$ cat src/rtl/alu_riscv_pkg.sv
`default_nettype none
// ============================================================================
// Module      : alu_riscv_pkg
// Description : ALU operation codes and immediate-format selects shared by
//               the execute-stage slice.
// Revision    : 1.0 - initial release
// ============================================================================
package alu_riscv_pkg;

    localparam logic [2:0] ALU_ADD = 3'b000;
    localparam logic [2:0] ALU_SUB = 3'b001;
    localparam logic [2:0] ALU_AND = 3'b010;
    localparam logic [2:0] ALU_OR  = 3'b011;
    localparam logic [2:0] ALU_XOR = 3'b100;
    localparam logic [2:0] ALU_SLT = 3'b101;
    localparam logic [2:0] ALU_SLL = 3'b110;
    localparam logic [2:0] ALU_SRL = 3'b111;

    localparam logic [1:0] IMM_I = 2'b00;
    localparam logic [1:0] IMM_S = 2'b01;
    localparam logic [1:0] IMM_B = 2'b10;
    localparam logic [1:0] IMM_J = 2'b11;

endpackage : alu_riscv_pkg
`default_nettype wire

$ cat src/rtl/alu_riscv_imm_extender.sv
`default_nettype none
// ============================================================================
// Module      : imm_extender
// Description : Combinational sign-extender for I/S/B/J immediates.
//               instr_ext carries Instr[31:7], so Instr[k] = instr_ext[k-7].
// Revision    : 1.0 - initial release
// ============================================================================
module imm_extender
    import alu_riscv_pkg::*;
(
    input  logic [24:0] instr_ext,
    input  logic [1:0]  imm_src,
    output logic [31:0] imm_ext
);

    always_comb begin
        imm_ext = 32'd0;
        case (imm_src)
            IMM_I: imm_ext = {{20{instr_ext[24]}}, instr_ext[24:13]};
            IMM_S: imm_ext = {{20{instr_ext[24]}}, instr_ext[24:18], instr_ext[4:0]};
            IMM_B: imm_ext = {{19{instr_ext[24]}}, instr_ext[24], instr_ext[0],
                              instr_ext[23:18], instr_ext[4:1], 1'b0};
            IMM_J: imm_ext = {{11{instr_ext[24]}}, instr_ext[24], instr_ext[12:5],
                              instr_ext[13], instr_ext[23:14], 1'b0};
            default: imm_ext = 32'd0;
        endcase
    end

endmodule : imm_extender
`default_nettype wire

$ cat src/rtl/alu_riscv.sv
`default_nettype none
// ============================================================================
// Module      : alu_riscv
// Description : Execute-stage slice: immediate extender, operand-B select,
//               NZCV ALU and the ALUOut register. Shifts are built only when
//               ALU_RISCV_SHIFT_EN is defined.
// Revision    : 1.0 - initial release
// ============================================================================
module alu_riscv
    import alu_riscv_pkg::*;
#(
    parameter int XLEN = 32
) (
    input  logic            clk,
    input  logic            reset,
    input  logic [24:0]     instr_ext,
    input  logic [1:0]      imm_src,
    input  logic [XLEN-1:0] src_a,
    input  logic [XLEN-1:0] rs2_val,
    input  logic            b_sel,
    input  logic [2:0]      alu_ctrl,
    output logic [XLEN-1:0] imm_ext,
    output logic [XLEN-1:0] alu_result,
    output logic [XLEN-1:0] alu_out,
    output logic            zero,
    output logic            negative,
    output logic            carry,
    output logic            overflow
);

    logic [XLEN-1:0] w_imm;
    logic [XLEN-1:0] w_b;
    logic            w_sub;
    logic [XLEN-1:0] w_b_add;
    logic [XLEN:0]   w_sum;
    logic            w_sum_v;
    logic            w_less;
    logic [XLEN-1:0] w_result;
    logic            w_carry;
    logic            w_overflow;
    logic [XLEN-1:0] r_alu_out;

    imm_extender u_imm_extender (
        .instr_ext (instr_ext),
        .imm_src   (imm_src),
        .imm_ext   (w_imm)
    );

    assign w_b = b_sel ? w_imm : rs2_val;

    // SLT shares the subtractor, so both SUB and SLT invert B and add one.
    assign w_sub   = (alu_ctrl == ALU_SUB) || (alu_ctrl == ALU_SLT);
    assign w_b_add = w_sub ? ~w_b : w_b;
    assign w_sum   = {1'b0, src_a} + {1'b0, w_b_add} + {{XLEN{1'b0}}, w_sub};
    assign w_sum_v = (src_a[XLEN-1] == w_b_add[XLEN-1]) &&
                     (w_sum[XLEN-1] != src_a[XLEN-1]);
    assign w_less  = w_sum[XLEN-1] ^ w_sum_v;

    always_comb begin
        w_result   = {XLEN{1'b0}};
        w_carry    = 1'b0;
        w_overflow = 1'b0;
        case (alu_ctrl)
            ALU_ADD, ALU_SUB: begin
                w_result   = w_sum[XLEN-1:0];
                w_carry    = w_sum[XLEN];
                w_overflow = w_sum_v;
            end
            ALU_AND: w_result = src_a & w_b;
            ALU_OR:  w_result = src_a | w_b;
            ALU_XOR: w_result = src_a ^ w_b;
            ALU_SLT: w_result = {{(XLEN-1){1'b0}}, w_less};
`ifdef ALU_RISCV_SHIFT_EN
            ALU_SLL: w_result = src_a << w_b[4:0];
            ALU_SRL: w_result = src_a >> w_b[4:0];
`else
            ALU_SLL: w_result = {XLEN{1'b0}};
            ALU_SRL: w_result = {XLEN{1'b0}};
`endif
            default: w_result = {XLEN{1'b0}};
        endcase
    end

    always_ff @(posedge clk) begin
        if (reset) begin
            r_alu_out <= {XLEN{1'b0}};
        end else begin
            r_alu_out <= w_result;
        end
    end

    assign imm_ext    = w_imm;
    assign alu_result = w_result;
    assign alu_out    = r_alu_out;
    assign zero       = (w_result == {XLEN{1'b0}});
    assign negative   = w_result[XLEN-1];
    assign carry      = w_carry;
    assign overflow   = w_overflow;

endmodule : alu_riscv
`default_nettype wire

$ cat config.mk
export PLATFORM = sky130hd
export DESIGN_NAME = alu_riscv
export DESIGN_NICKNAME = d
export VERILOG_FILES = /design/src/rtl/alu_riscv_pkg.sv /design/src/rtl/alu_riscv_imm_extender.sv /design/src/rtl/alu_riscv.sv
export SDC_FILE = /design/constraint.sdc
export NUM_CORES = 1
export LEC_CHECK = 0
export CAP_MARGIN = 5
export CORE_MARGIN = 3
export CORE_UTILIZATION = 45
export CTS_CLUSTER_DIAMETER = 60
export DETAILED_ROUTE_END_ITERATION = 10
export PLACE_DENSITY = 0.78
export SLEW_MARGIN = 0
export SYNTH_ARGS = -nofsm -noshare
export SYNTH_HDL_FRONTEND = slang
export SYNTH_SLANG_ARGS = --single-unit
$ cat constraint.sdc
create_clock -name clk -period 15.17 [get_ports clk]
set_input_delay 3.034 -clock clk [delete_from_list [all_inputs] [get_ports clk]]
set_output_delay 3.034 -clock clk [all_outputs]
set_load 0.01 [all_outputs]
Word-level counts from Yosys, hierarchy flattened
Index checks and enable logic that the tools add are counted.
{"block": "totals", "out_inout_bits": 100, "regBits": 32, "elab_cells": 33, "input_bits": 97}
{"block": "op_classes", "eq_ne": 12, "n_mux": 6, "n_reduce_logical": 7, "bitwise": 5, "n_addsub": 2}
{"operator": "case mux 32 bit (6 select lines)", "count": 1}
{"operator": "case mux 32 bit (4 select lines)", "count": 1}
{"operator": "two-way mux 32 bit", "count": 2}
{"operator": "adder 32 x 32 -> 33 bit", "count": 1}
{"operator": "adder 33 x 1 -> 33 bit", "count": 1}
{"operator": "AND 32 bit", "count": 1}
{"operator": "zero test 32 bit", "count": 1}
{"operator": "NOT 32 bit", "count": 1}
{"operator": "bitwise OR 32 bit", "count": 1}
{"operator": "bitwise XOR 32 bit", "count": 1}
{"operator": "== test 3 bit (second input constant)", "count": 4}
{"operator": "== test 3 x 2 -> 1 bit (second input constant)", "count": 2}
{"operator": "== test 2 bit (second input constant)", "count": 2}
{"operator": "OR reduction 2 bit", "count": 2}
{"operator": "== test 3 x 1 -> 1 bit (second input constant)", "count": 1}
{"operator": "zero test 3 bit", "count": 1}
{"operator": "== test 2 x 1 -> 1 bit (second input constant)", "count": 1}
{"operator": "zero test 2 bit", "count": 1}
{"operator": "two-way mux 1 bit", "count": 2}
{"operator": "== test 1 bit", "count": 1}
{"operator": "logical AND 1 bit", "count": 1}
{"operator": "logical OR 1 bit", "count": 1}
{"operator": "inequality test 1 bit", "count": 1}
{"operator": "bitwise XOR 1 bit", "count": 1}

Longest topological paths before layout
{"block": "logic_depth", "depth_word": 12, "ltp_mapped": 19, "ltp_nobuf": 17}

Hierarchy
From an unflattened synthesis, not the netlist that was laid out.
{"block": "hier_totals", "cells_unflattened": 765, "area_unflattened_um2": 5750.5}
{"mod": "alu_riscv", "n_inst": 1, "area_each_um2": 5427.7, "seq_area_each_um2": 640.6, "cells_per_inst": 726}
{"mod": "imm_extender", "n_inst": 1, "area_each_um2": 322.8, "seq_area_each_um2": 0.0, "cells_per_inst": 39}

Worst setup path after synthesis
Ideal clock, no wire load.
{"block": "synth_timing", "kind": "in2out", "from": "input port alu_ctrl[0]", "to": "output port zero", "setup_slack_ns": 4.834, "required_ns": 12.136, "stages": 19, "path_buffers": 6, "t_arrival_ns": 7.302, "cell_sequence": "buf_4 -> clkbuf_1 -> clkbuf_1 -> buf_1 -> nand2b_1 -> clkbuf_1 -> xnor2_1 -> ha_1 -> buf_2 -> nand4_1 -> nor2_1 -> a221oi_1 -> and3_4 -> mux2_4 -> or4b_1 -> nor4_2 -> and4_1 -> nand4_1 -> nor4_2"}
{"block": "synth_between", "elab_chain_len": 10, "elab_cells_between_ends": 20, "classes_between": "add/sub: 2; eq/ne: 9; mux: 2; bitwise: 1; reduce/logical: 6"}
{"element": "start, declared", "line_no": "alu_riscv.sv:21", "source": "input logic [2:0] alu_ctrl,"}
{"element": "== test 3 x 1 -> 1 bit / == test 3 bit (equally long branches)", "line_no": "alu_riscv.sv:52, alu_riscv.sv:63"}
{"element": "logical OR 1 bit", "line_no": "alu_riscv.sv:52", "source": "assign w_sub = (alu_ctrl == ALU_SUB) || (alu_ctrl == ALU_SLT);"}
{"element": "two-way mux 32 bit", "line_no": "alu_riscv.sv:53", "source": "assign w_b_add = w_sub ? ~w_b : w_b;"}
{"element": "adder 32 x 32 -> 33 bit", "line_no": "alu_riscv.sv:54", "source": "assign w_sum = {1'b0, src_a} + {1'b0, w_b_add} + {{XLEN{1'b0}}, w_sub};"}
{"element": "adder 33 x 1 -> 33 bit", "line_no": "alu_riscv.sv:54"}
{"element": "inequality test 1 bit", "line_no": "alu_riscv.sv:56", "source": "(w_sum[XLEN-1] != src_a[XLEN-1]);"}
{"element": "logical AND 1 bit", "line_no": "alu_riscv.sv:55", "source": "assign w_sum_v = (src_a[XLEN-1] == w_b_add[XLEN-1]) &&"}
{"element": "bitwise XOR 1 bit", "line_no": "alu_riscv.sv:57", "source": "assign w_less = w_sum[XLEN-1] ^ w_sum_v;"}
{"element": "case mux 32 bit (6 select lines) *", "line_no": "alu_riscv.sv:63", "source": "case (alu_ctrl)"}
{"element": "zero test 32 bit *", "line_no": "alu_riscv.sv:95", "source": "assign zero = (w_result == {XLEN{1'b0}});"}
{"element": "end, declared", "line_no": "alu_riscv.sv:25", "source": "output logic zero,"}
Every way passes the cells marked *; elsewhere a longest branch is shown, timed or not.

Worst setup path in the final report
{"block": "layout_timing", "from": "input port imm_src[0]", "to": "output port zero"}
{"block": "layout_between", "elab_chain_len": 12, "elab_cells_between_ends": 18, "classes_between": "add/sub: 2; eq/ne: 4; mux: 4; bitwise: 5; reduce/logical: 3"}
{"element": "start, declared", "line_no": "alu_riscv.sv:17", "source": "input logic [1:0] imm_src,"}
{"element": "== test 2 bit, or another cell as far along", "line_no": "alu_riscv_imm_extender.sv:18", "source": "case (imm_src)"}
{"element": "case mux 32 bit (4 select lines) *", "line_no": "alu_riscv_imm_extender.sv:18"}
{"element": "two-way mux 32 bit *", "line_no": "alu_riscv.sv:49", "source": "assign w_b = b_sel ? w_imm : rs2_val;"}
{"element": "NOT 32 bit", "line_no": "alu_riscv.sv:53"}
{"element": "two-way mux 32 bit", "line_no": "alu_riscv.sv:53"}
{"element": "adder 32 x 32 -> 33 bit", "line_no": "alu_riscv.sv:54"}
{"element": "adder 33 x 1 -> 33 bit", "line_no": "alu_riscv.sv:54"}
{"element": "inequality test 1 bit", "line_no": "alu_riscv.sv:56"}
{"element": "logical AND 1 bit", "line_no": "alu_riscv.sv:55"}
{"element": "bitwise XOR 1 bit", "line_no": "alu_riscv.sv:57"}
{"element": "case mux 32 bit (6 select lines) *", "line_no": "alu_riscv.sv:63"}
{"element": "zero test 32 bit *", "line_no": "alu_riscv.sv:95"}
Every way passes the cells marked *; elsewhere a longest branch is shown, timed or not. The select of a mux whose other input is x is not followed.

==> flow_metrics.tcl <==
set metrics [dict create \
    grt_pass1_vias 6309 \
    grt_pass1_wl_um 31500 \
    ctsHoldBuffers 0 \
    fin_tns_setup_ps 0 \
    holdCritStartpoint "reset" \
    dpl.cell_count 1144 \
    dr.pass1.iters 5 \
    root_buffer "clkbuf_16" \
    hold_path_class "in2reg" \
    drt_iter0_markers 542 \
    cpMaxStageDelayCell "clkdlybuf4s50_1" \
    path_delay_family "simple AND/OR/NAND/NOR gates" \
    fin_nets 1172 \
    grt_overflow 0 \
    yosysWarnings 0 \
    hold_viol 0 \
    rows 41 \
    synth_top_family_by_area "compound AO/OA/AOI/OAI gates" \
    synthesis.nets 1032 \
    top_layer_used "met4" \
    report.final.slew_viol_count 0 \
    synth_common_cells "95 x ha_1, 89 x inv_1, 85 x a21oi_1, 71 x nor2_1, 51 x nand2_1" \
    ys_seq_area_share_pct 10.5 \
    coreArea_um2 12900 \
    portBuffers 196 \
    yosysMostFrequentCell "ha_1" \
    ys_ff_latch 32 \
    rsz0062_at_grt "no" \
    initial_core_util_pct 47.1 \
    die_h_um 122 \
    synth-simple-area-share_pct 21.1 \
    avgViaCountPerCell 5.69 \
    slowest_delay_ps 770 \
    wl_um 19800 \
    final_cells 1152 \
    synth_top_area_share_pct 19.5 \
    arrival_ps 8910 \
    track_usage_pct 26.1 \
    wl_met2_um 9110 \
    cts_resized 0 \
    cts_tree "built" \
    cts_setup_buffers 0 \
    synth_cell_types 79 \
    synth_area_um2 6090 \
    whs_ps 3570 \
    required_ps 12140 \
    critPathKind "in2out" \
    synth_mux_area_share_pct 4.87 \
    holdPathStages 3 \
    synth-compound-area-share_pct 24.3 \
    dieArea_um2 15000 \
    grt_max_degree 55 \
    place_congestion 0.956 \
    tightestPinTransition_ps 1020 \
    hold_path_end "alu_out[25]" \
    maxCapViolCount 0 \
    final_area_um2 8110 \
    synth_edf_count 0 \
    post-dp-hpwl_um 15500 \
    min_period_ps 11940 \
    ant_nets 0 \
    dpl_cell_area_um2 7930 \
    num_vias 6552 \
    startpoint_type "primary input" \
    remaining_drc_errors 0 \
    drive_gt1_share_pct 5.92 \
    routedWlPerCell_um 17.2 \
    routedLengthMet1_um 8500 \
    largest_reg_flops 32 \
    worstPathMaxFanout 12 \
    path_clk_slew_ps 50 \
    synth-xor-area-share_pct 7.04 \
    ys.flop_type "dfxtp_1" \
    wl_met3_um 1540 \
    synth.avg_cell_area_um2 7.26 \
    setup_slack_ps 3230 \
    setup_viol 0 \
    p_leak_nw 3.53 \
    cts_inserted_buffers 5 \
    run_status "finished, final reports clean" \
    diodes 0 \
    maxSlewHeadroom_pct 32.1 \
    syn_inst 839 \
    die_w_um 122 \
    yosysTopAreaCell "ha_1" \
    syn_to_final_growth_pct 33.1 \
    antenna_found_initial 0 \
    fmax_mhz 83.7 \
    clock_path_buffers 2 \
    crit_buf_inv 3 \
    htreeDepth 2 \
    synth_area_leaders "ha_1 20%, dfxtp_1 11%, a21oi_1 7.0%" \
    crit_chain "clkdlybuf4s50_1 > xor2_1 > mux2i_1 > nor2_1 > a21oi_1 > xnor2_1 > inv_1 > fa_1 > nand2b_2 > a211oi_4 > o211ai_2 > a311oi_2 > nor3_1 > or4b_1 > nor4_2 > and4_1 > nand4_1 > nor4_2 > clkdlybuf4s50_1" \
    fin_crit_sh_pct 78.7 \
    io_pins 197 \
    endpoint_kind "output pin" \
    irDropWorstVdd_mv 0.0432 \
    place_ws_ps 3350 \
    async_flop_share_pct 0 \
    clock-sinks 32 \
    powerDensity_nw_per_um2 73.6 \
    synthAdderAreaFrac_pct 19.8 \
]
worst max-delay path by stage:
stage | startpoint | endpoint | slack, ps | cells after the start
after CTS | imm_src[1] | zero | 3320 | 19
after detailed placement | imm_src[1] | zero | 3350 | 19
after global placement | imm_src[1] | zero | 3460 | 19
after global routing | imm_src[1] | zero | 2970 | 18
final | imm_src[0] | zero | 3230 | 19
after floorplan | alu_ctrl[0] | zero | 4830 | 19
cell usage in the layout, fill, tap and decap left out, types with 6 or more instances in the layout:
cell	instances
dfxtp_1	32
buf_4	9
a221oi_1	6
o21ai_0	22
nor4_1	6
nor3_1	17
nand2_1	51
mux2_2	9
a31o_2	8
nor2b_1	17
nor2_1	70
o22ai_1	8
clkdlybuf4s50_1	196
xnor2_1	45
nand4_1	14
a21boi_0	8
mux2i_1	18
ha_1	95
a21oi_1	85
nand3_1	21
nand2b_1	13
inv_1	89
a211oi_1	21
a21o_1	8
kinds of logic (layout without fill, tap and decap cells):
kind of cell | after synthesis | count (layout)
AOI/OAI and AO/OA | 223 | 223
xor gates and xnor gates | 49 | 49
adders and majority gates | 96 | 96
buffers and inverters | 161 | 302
DFF | 32 | 32
muxes | 28 | 28
and+or+nand+nor | 250 | 250
power breakdown:
| part | switching (mW) | leakage [nW] | internal, mW | total [mW] |
|---|---|---|---|---|
| Sequential | 0.00208 | 0.265 | 0.0932 | 0.0953 |
| Clock | 0.0375 | 0.0901 | 0.0864 | 0.124 |
| Combinational | 0.204 | 3.18 | 0.173 | 0.378 |
final cells by class:
| type | count | area [um2] |
|---|---|---|
| fillers | 1200 | 4820 |
| inverters | 89 | 334 |
| well taps | 172 | 215 |
| multi-input cells | 646 | 4710 |
| clock buffers | 7 | 153 |
| repair buffers | 205 | 2030 |
| flip-flops and latches | 32 | 641 |
| clock inverters | 1 | 30.0 |
tightest hold or removal path: stages:
cell and delay (ps):
clkdlybuf4s50_1 390, buf_4 260, nor2_1 130
metal layers:
metal,vias up,global-route usage (%)
met5,-,0
met4,0,9.59
met3,45,4.65
met2,295,43.8
met1,3024,33.3
li1,3188,-
metrics by stage:
| stage | power, mW | utilization, % |
|---|---|---|
| 3_5_place_dp | 0.468 | 61.3 |
| 6_report | 0.597 | 62.7 |
| 5_1_grt | 0.639 | 62.7 |
| 3_3_place_gp | 0.465 | 61.3 |
| 2_1_floorplan | 0.333 | - |
| 4_1_cts | 0.596 | 62.7 |
Power figures use the tool's default switching activity.
